$ cat src/rtl/pipelined_bw_multiplier.sv
// Three-stage pipelined Baugh-Wooley multiplier with per-stage valid/ready flow control.
// S1 holds partial products, S2 a carry-save pair, S3 the final product.
module pipelined_bw_multiplier #(
    parameter int WIDTH = 8,
    parameter int TAG_W = 4
) (
    input  logic               clk,
    input  logic               rst,
    input  logic               in_valid,
    output logic               in_ready,
    input  logic [WIDTH-1:0]   in_a,
    input  logic [WIDTH-1:0]   in_b,
    input  logic               in_signed,
    input  logic [TAG_W-1:0]   in_tag,
    output logic               out_valid,
    input  logic               out_ready,
    output logic [2*WIDTH-1:0] out_p,
    output logic               out_signed,
    output logic [TAG_W-1:0]   out_tag
);
    localparam int PW   = 2 * WIDTH;
    localparam int ROWS = WIDTH + 1;
    localparam logic [PW-1:0] CORR = (PW'(1) << WIDTH) | (PW'(1) << (PW - 1));

    logic v1, v2, v3;
    logic ready1, ready2, ready3;

    logic [PW-1:0]    pp1 [ROWS];
    logic             sgn1, sgn2, sgn3;
    logic [TAG_W-1:0] tag1, tag2, tag3;
    logic [PW-1:0]    sum2, carry2;
    logic [PW-1:0]    p3;

    logic [PW-1:0]    pp_next [ROWS];
    logic [WIDTH-1:0] row_bits;
    logic [PW-1:0]    cs_sum, cs_carry, cs_maj;

    // A stage can take new data when empty or when its own content moves on.
    assign ready3   = !v3 || out_ready;
    assign ready2   = !v2 || ready3;
    assign ready1   = !v1 || ready2;
    assign in_ready = ready1;

    // Signed rows invert terms that pair exactly one operand MSB; the correction row supplies the constant 1s.
    always_comb begin
        row_bits = '0;
        for (int i = 0; i < WIDTH; i++) begin
            row_bits = in_a & {WIDTH{in_b[i]}};
            if (in_signed) begin
                if (i == WIDTH - 1) begin
                    row_bits[WIDTH-2:0] = ~row_bits[WIDTH-2:0];
                end else begin
                    row_bits[WIDTH-1] = ~row_bits[WIDTH-1];
                end
            end
            pp_next[i] = PW'(row_bits) << i;
        end
        pp_next[WIDTH] = in_signed ? CORR : '0;
    end

    // Each pair of chained 3:2 steps forms one 4:2 compressor; carries out of the top bit wrap away mod 2^PW.
    always_comb begin
        cs_sum   = pp1[0];
        cs_carry = pp1[1];
        cs_maj   = '0;
        for (int r = 2; r < ROWS; r++) begin
            cs_maj   = (cs_sum & cs_carry) | (cs_sum & pp1[r]) | (cs_carry & pp1[r]);
            cs_sum   = cs_sum ^ cs_carry ^ pp1[r];
            cs_carry = cs_maj << 1;
        end
    end

    always_ff @(posedge clk) begin
        if (rst) begin
            v1   <= 1'b0;
            v2   <= 1'b0;
            v3   <= 1'b0;
            p3   <= '0;
            sgn3 <= 1'b0;
            tag3 <= '0;
        end else begin
            if (ready1) begin
                v1 <= in_valid;
            end
            if (ready2) begin
                v2 <= v1;
            end
            if (ready3) begin
                v3 <= v2;
                if (v2) begin
                    p3   <= sum2 + carry2;
                    sgn3 <= sgn2;
                    tag3 <= tag2;
                end
            end
        end
    end

    // Datapath registers in S1/S2 need no reset; their valid bits gate everything downstream.
    always_ff @(posedge clk) begin
        if (ready1 && in_valid) begin
            pp1  <= pp_next;
            sgn1 <= in_signed;
            tag1 <= in_tag;
        end
        if (ready2 && v1) begin
            sum2   <= cs_sum;
            carry2 <= cs_carry;
            sgn2   <= sgn1;
            tag2   <= tag1;
        end
    end

    assign out_valid  = v3;
    assign out_p      = p3;
    assign out_signed = sgn3;
    assign out_tag    = tag3;
endmodule

$ cat config.mk
export PLATFORM = sky130hd
export DESIGN_NAME = pipelined_bw_multiplier
export DESIGN_NICKNAME = d
export VERILOG_FILES = /design/src/rtl/pipelined_bw_multiplier.sv
export SDC_FILE = /design/constraint.sdc
export NUM_CORES = 1
export LEC_CHECK = 0
export BUFFER_PORTS_ARGS = -buffer_cell sky130_fd_sc_hd__buf_2
export CAP_MARGIN = 20
export CORE_MARGIN = 2
export CORE_UTILIZATION = 40
export CTS_CLUSTER_DIAMETER = 120
export DETAILED_ROUTE_END_ITERATION = 16
export PLACE_DENSITY_LB_ADDON = 0.1
export SYNTH_ARGS = -nofsm -noshare
export SYNTH_HDL_FRONTEND = slang
export SYNTH_SLANG_ARGS = --single-unit
$ cat constraint.sdc
create_clock -name clk -period 5.3 [get_ports clk]
set_clock_uncertainty 0.1 [all_clocks]
set_input_delay 0.265 -clock clk [delete_from_list [all_inputs] [get_ports clk]]
set_output_delay 0.265 -clock clk [all_outputs]
set_load 0.01 [all_outputs]
==> results of run 1 <==
[worst register-to-register path, cell delays in order (launching register included)]
cell and delay, ps:
edfxtp_1 410, fa_1 570, fa_1 420, fa_1 520
fa_1 440, fa_1 490, inv_1 50, fa_1 390
fa_1 510, inv_1 40
[metrics by stage]
step	std cells	total power [mW]	cell area (um2)	hold slack (ps)	util
after floorplan	429	2.03	5840	264	-
after global placement	650	2.28	6290	305	0.438
after detailed placement	650	2.30	6290	307	0.438
after CTS	686	3.50	6940	34.0	0.483
after global routing	686	3.74	6940	93.9	0.483
final	686	3.44	6940	61.3	0.483
[power by group through the flow]
stage	Sequential, mW	Combinational (mW)	Clock (mW)
floorplan	1.30	0.730	0
global placement	1.30	0.979	0
detailed placement	1.30	0.993	0
CTS	1.29	1.01	1.21
global route	1.30	1.19	1.25
finish	1.28	0.978	1.18
[worst min path at each step]
stage | from | endpoint | slack (ps) | cells past startpoint
3_5_place_dp | tag1[0] | tag2[0] | 310 | 0
2_1_floorplan | in_signed | pp1[8] | 260 | 0
5_1_grt | in_valid | v1 | 90 | 3
3_3_place_gp | tag1[3] | tag2[3] | 300 | 0
4_1_cts | in_valid | v1 | 30 | 3
6_report | in_valid | v1 | 60 | 3
[registers in the layout, summed over array words and instances (netlist names), 4 cells and up]
register and cells:
carry2 8, out_p 16, out_tag 4, pp1 65, sum2 15, tag1 4, tag2 4
[what timing repair did]
action	CTS	global route
endpoints found under the hold margin	4	0
setup endpoints to repair	0	0
hold buffers	4	0
[cell usage after synthesis, drive strengths merged, types with 2 or more instances]
cell type | instances | area [um2]
a21o | 2 | 16.3
o21a | 3 | 22.5
buf | 3 | 13.8
xnor2 | 16 | 140
nor3 | 3 | 20.0
nor2 | 6 | 22.5
a21oi | 18 | 90.1
a211oi | 2 | 15.0
fa | 43 | 861
a31oi | 2 | 12.5
inv | 53 | 199
or2 | 2 | 12.5
nand3 | 2 | 10.0
and2 | 51 | 319
nand4 | 3 | 18.8
nand2 | 46 | 173
edfxtp | 97 | 2910
o2111ai | 2 | 17.5
a2111oi | 2 | 30.0
dfxtp | 24 | 480
nor2b | 2 | 12.5
a211o | 2 | 18.8
clkbuf | 9 | 33.8
ha | 21 | 263
[logic make-up after synthesis]
kind of cell,Yosys count,synth area share
xor gates and xnor gates,17,0.0255
adders and majority gates,64,0.193
buffers and inverters,65,0.0422
DFF,121,0.581
AOI/OAI and AO/OA,40,0.0485
and+or+nand+nor,122,0.110
[metal layers]
metal,track usage,wire length [um],up-vias,part of all wire
met4,0.0456,105,0,0.010
met3,0.0481,372,7,0.037
li1,-,-,1567,-
met5,0,0,-,0
met2,0.224,4820,52,0.47
met1,0.194,4890,1555,0.48
[area by class of cell]
class	instances	area [um2]	area share
clock inverter	14	180	0.0260
clock buffer	18	429	0.0619
inverter	53	199	0.0287
sequential	121	3390	0.489
multi-input combinational	243	2210	0.319
tap	184	230	0.0332
timing repair buffer	53	290	0.0418
==> run metrics, run 1 <==
FF-to-FF End=sum2[8]; CP max-delay cell=fa_1; Internal Dissipation=between 2 and 2.5 mW; Pleak=around 2.8 nW; Slew HR=0.475; startpoint types=flip-flop; clk root buf=clkbuf_16; Logic pwr share=0.284; Crit. End Element=flip-flop; sw frac=0.287; top-level port count=48; cells resized by post-CTS repair=0; family with the most delay on the worst path=adder cells; RSZ-0062 raised after global routing=no; Overflow after GRT=0; Synth Cell Area=slightly below 6000 um2; sequential share of the synthesized area=0.581; PwrDens=a little under 500 nW/um2; syn avg cell area=13.6 um2; vias in the first global route=around 3300; starting density of the core=0.406; EDFF count, synth=97; IO Port Bufs=47; Hold Fails Final Rpt=0; pin slew with the least headroom to its limit=between 700 and 800 ps; fin. max-slew vios=0; CTS Buffer Depth=2; std cell rows=44; crit path to=sum2[8]; Max VDD drop=just under 300 uV; CTS tree=built; Synth cell types=44; min cycle time layout=between 4000 and 5000 ps; most used cell, CP=fa_1; Buf/Inv on CP=2; largest net degree at the start of global routing=between 50 and 60; Die Width=roughly 120 um; Core Footprint=about 14000 um2; post-route setup slack=between 1000 and 1500 ps; status=finished clean; Gate Count Post-Synth=around 430; Worst EP required=about 5400 ps; reg2reg path depth=9; Sum Neg Setup Slack=0 ps; die area=about 16000 um2; Clk network pwr share=0.343; DRT antenna net count=0; most frequent cells in the layout=edfxtp_1, inv_1, and2_1, buf_2, nand2_1; Post-CTS Setup Bufs=0; DRC viols=0; Final period util=0.789; # setup viols final=0; r2r setup slk=approximately 1100 ps; Sequential Power Share=0.373; critical path class=flip-flop to flip-flop; CTS sink count=around 120; layout cells sized above 1=0.171; YS warnings=0; max_cap viols=0; Stages on worst setup path=9; fmax=roughly 240 MHz; clock latency on the worst-skew pair=410 ps; worst path cell trace=fa_1, fa_1, fa_1, fa_1, fa_1, inv_1, fa_1, fa_1, inv_1; fill count=around 1300; worst min-delay path class=input pin to flip-flop; most common cell after layout, fill and taps aside=edfxtp_1; Max FO, Critical Path=1; fraction of registers with async set/reset=0; Final Net Count=a little under 600; Post-DP HPWL=a little over 7000 um; vias per cell=approximately 4.6; H-tree lvl count=4; Pre-antenna DRT Iters=4; global placer's final weighted congestion=about 0.73; wire length per cell=between 10 and 15 um; Num CTS Buffers=17; GRT Overall Usage=0.145; die height=roughly 120 um; first-pass GRT wire length=about 17000 um; clock slew at reported path FFs=50 ps; slowest stage delay, CP=570 ps; P&R area growth vs syn=18.9%; crit path DAT=4250 ps; Yosys reg bits=around 120; Setup WS pre-CTS=approximately 1200 ps; Reg2Reg Launch Point=pp1[103]; Sw Pwr=between 0.9 and 1 mW; initial antenna violation count=0; Setup crit start=pp1[103]; Mapped Nets=518; drt total wl=10200 um; Vias=around 3200; n_diodes=0; Synth Flop Type=edfxtp_1; Iteration-0 DRC Markers=approximately 180
(Power assumes the default switching activity.)
==> run 2, diff against run 1 <==
Settings changed: ABC_AREA from default to 1.
Clock period 5.3 ns to 4.35 ns, I/O delays scaled along.
==> run 2 against run 1 <==
Effect of this change:
- largest power group unchanged
- total power grew 9.6%
- critical path type unchanged
- highest routed layer unchanged
- area after synthesis grew 2.4%
- final area grew 1.4%
- clock power grew 24%
- count of clock-buffer cells in the layout grew 6
- cell count grew 12%
- wire length is essentially flat
- critical endpoint unchanged
- sequential power grew 15%
- combinational power shrank 15%
==> run metrics, run 2 <==
status=finished clean; PwrDens=around 540 nW/um2; sequential share of the synthesized area=0.568; CP max-delay cell=fa_1; DRC viols=0; critical path class=flip-flop to flip-flop; H-tree lvl count=4; Overflow after GRT=0; FF-to-FF End=sum2[8]; Post-DP HPWL=~7000 um; worst min-delay path class=input pin to flip-flop; n_diodes=0; drt total wl=~10000 um; initial antenna violation count=0; vias per cell=4.34; first-pass GRT wire length=between 15000 and 20000 um; CTS sink count=121; Commonest cells post-synth=nand2_1, inv_1, edfxtp_1; std cell rows=44; YS warnings=0; Pre-antenna DRT Iters=4; clock slew at reported path FFs=50 ps; fin. max-slew vios=0; pin slew with the least headroom to its limit=between 700 and 800 ps; slowest stage delay, CP=just under 600 ps; Die Width=between 100 and 150 um; reg2reg path depth=9; fmax=238 MHz; DP Cell Count=728; Max FO, Critical Path=1; starting density of the core=0.410; r2r setup slk=between 150 and 200 ps; syn avg cell area=around 12 um2; Iteration-0 DRC Markers=150; Mapped Nets=between 600 and 700; most frequent cells in the layout=nand2_1, inv_1, edfxtp_1, buf_2, fa_1; crit path DAT=~4300 ps; Num CTS Buffers=17; clk root buf=clkbuf_16; Vias=about 3300; hold path cells=4; die area=between 15000 and 20000 um2; CTS Buffer Depth=2; fraction of registers with async set/reset=0; GRT Overall Usage=0.141; Yosys top cell area share=0.487; largest net degree at the start of global routing=between 50 and 60; most common cell in the netlist=nand2_1; Synth Flop Type=edfxtp_1; startpoint types=flip-flop; max FFs per register=65; DRT antenna net count=0; Core Footprint=14600 um2; EDFF count, synth=97; RSZ-0062 raised after global routing=no; synth top area cells=edfxtp_1, fa_1, dfxtp_1; min cycle time layout=4200 ps; P&R area growth vs syn=17.7%; vias in the first global route=3487; IO Port Bufs=47; Biggest register=pp1; Sum Neg Setup Slack=0 ps; Max VDD drop=~300 uV; Yosys reg bits=between 100 and 150; top-level port count=between 40 and 50; clock latency on the worst-skew pair=about 400 ps; Hold Path Sink=out_valid; CTS tree=built; Reg2Reg Launch Point=pp1[103]; Gate Count Post-Synth=around 520; max_cap viols=0; Synth Cell Area=5980 um2; wire length per cell=~13 um; Final Net Count=roughly 660; layout cells sized above 1=0.149; die height=126 um; Pleak=3.34 nW; worst path cell trace=fa_1, fa_1, fa_1, fa_1, fa_1, inv_1, fa_1, fa_1, inv_1; leading area contributor after synthesis=edfxtp_1; Crit. End Element=flip-flop; Slew HR=0.530; hold_sp=out_ready; Hold Fails Final Rpt=0; Final period util=0.965; most common cell after layout, fill and taps aside=nand2_1; Synth cell types=27; Post-CTS Setup Bufs=0; Worst EP required=approximately 4400 ps; # setup viols final=0; global placer's final weighted congestion=roughly 0.73; post-route insts no fill=~770; most used cell, CP=fa_1
[run 2: cell types whose count changed after synthesis, sizes merged, moves of 8 or more]
cell / change
and2: -51
inv: +65
nand2: +78
nand3: +8
nor2: +9
xnor2: -15
xor2: +13
[run 2: cell families (layout without fill, tap and decap cells)]
logic type | Yosys count | after routing | synth area share
adder cells (fa/ha/maj) | 64 | 64 | 0.188
AO/OA/AOI/OAI | 21 | 21 | 0.0207
flip-flops | 121 | 121 | 0.568
XOR/XNOR | 15 | 15 | 0.0220
AND/OR/NAND/NOR | 156 | 156 | 0.106
buffers and inverters | 141 | 206 | 0.0954
[run 2: what timing repair did]
action	4_1_cts	5_1_grt
endpoints found under the hold margin	6	0
hold buffers	6	0
gates resized for setup	0	0
[run 2: stage by stage]
step                 util  setup slack (ps)  power (mW)  area, um2  hold WS (ps)
global route        0.482              13.7        4.05       7040          43.6
detailed placement  0.434               150        2.33       6330           296
finish              0.482               154        3.77       7040          30.5
floorplan               -               299        2.11       5980           216
CTS                 0.480               155        3.84       7010          12.5
global placement    0.434               242        2.30       6330           296
[run 2: layer usage]
| layer | share of wire | wire [um] | vias up | GRT usage |
|---|---|---|---|---|
| met5 | 0 | 0 | - | 0 |
| met4 | 0.012 | 121 | 0 | 0.0446 |
| met3 | 0.041 | 413 | 11 | 0.0497 |
| met2 | 0.49 | 4950 | 58 | 0.229 |
| met1 | 0.46 | 4710 | 1571 | 0.178 |
| li1 | - | - | 1687 | - |
[run 2: cell type report]
type	instances	area [um2]
fillers	1317	7550
flip-flops and latches	121	3390
multi-input cells	256	2010
clock buffers	24	472
inverters	119	454
repair buffers	55	330
well taps	184	230
clock inverters	8	143
[run 2: worst max-delay path by stage]
stage / startpoint / cells past startpoint / end / slack (ps)
after floorplan: pp1[103] / 9 / sum2[8] / 300
after global placement: pp1[103] / 9 / sum2[8] / 240
after detailed placement: pp1[103] / 9 / sum2[8] / 150
after CTS: pp1[103] / 9 / sum2[8] / 150
after global routing: pp1[103] / 9 / sum2[8] / 10
final: pp1[103] / 9 / sum2[8] / 150
[run 2: report_power, final]
group	leakage, nW	internal [mW]	total [mW]	switching (mW)
Clock	0.298	0.986	1.46	0.478
Sequential	1.16	1.43	1.47	0.0407
Combinational	1.88	0.359	0.836	0.477
Total	3.34	2.78	3.77	0.996
[run 2: critical path: cells and delay by family, from the launching register on]
kind,cells,cell delay [ps]
adders and majority gates,7,3360
DFF,1,400
buffers and inverters,2,90
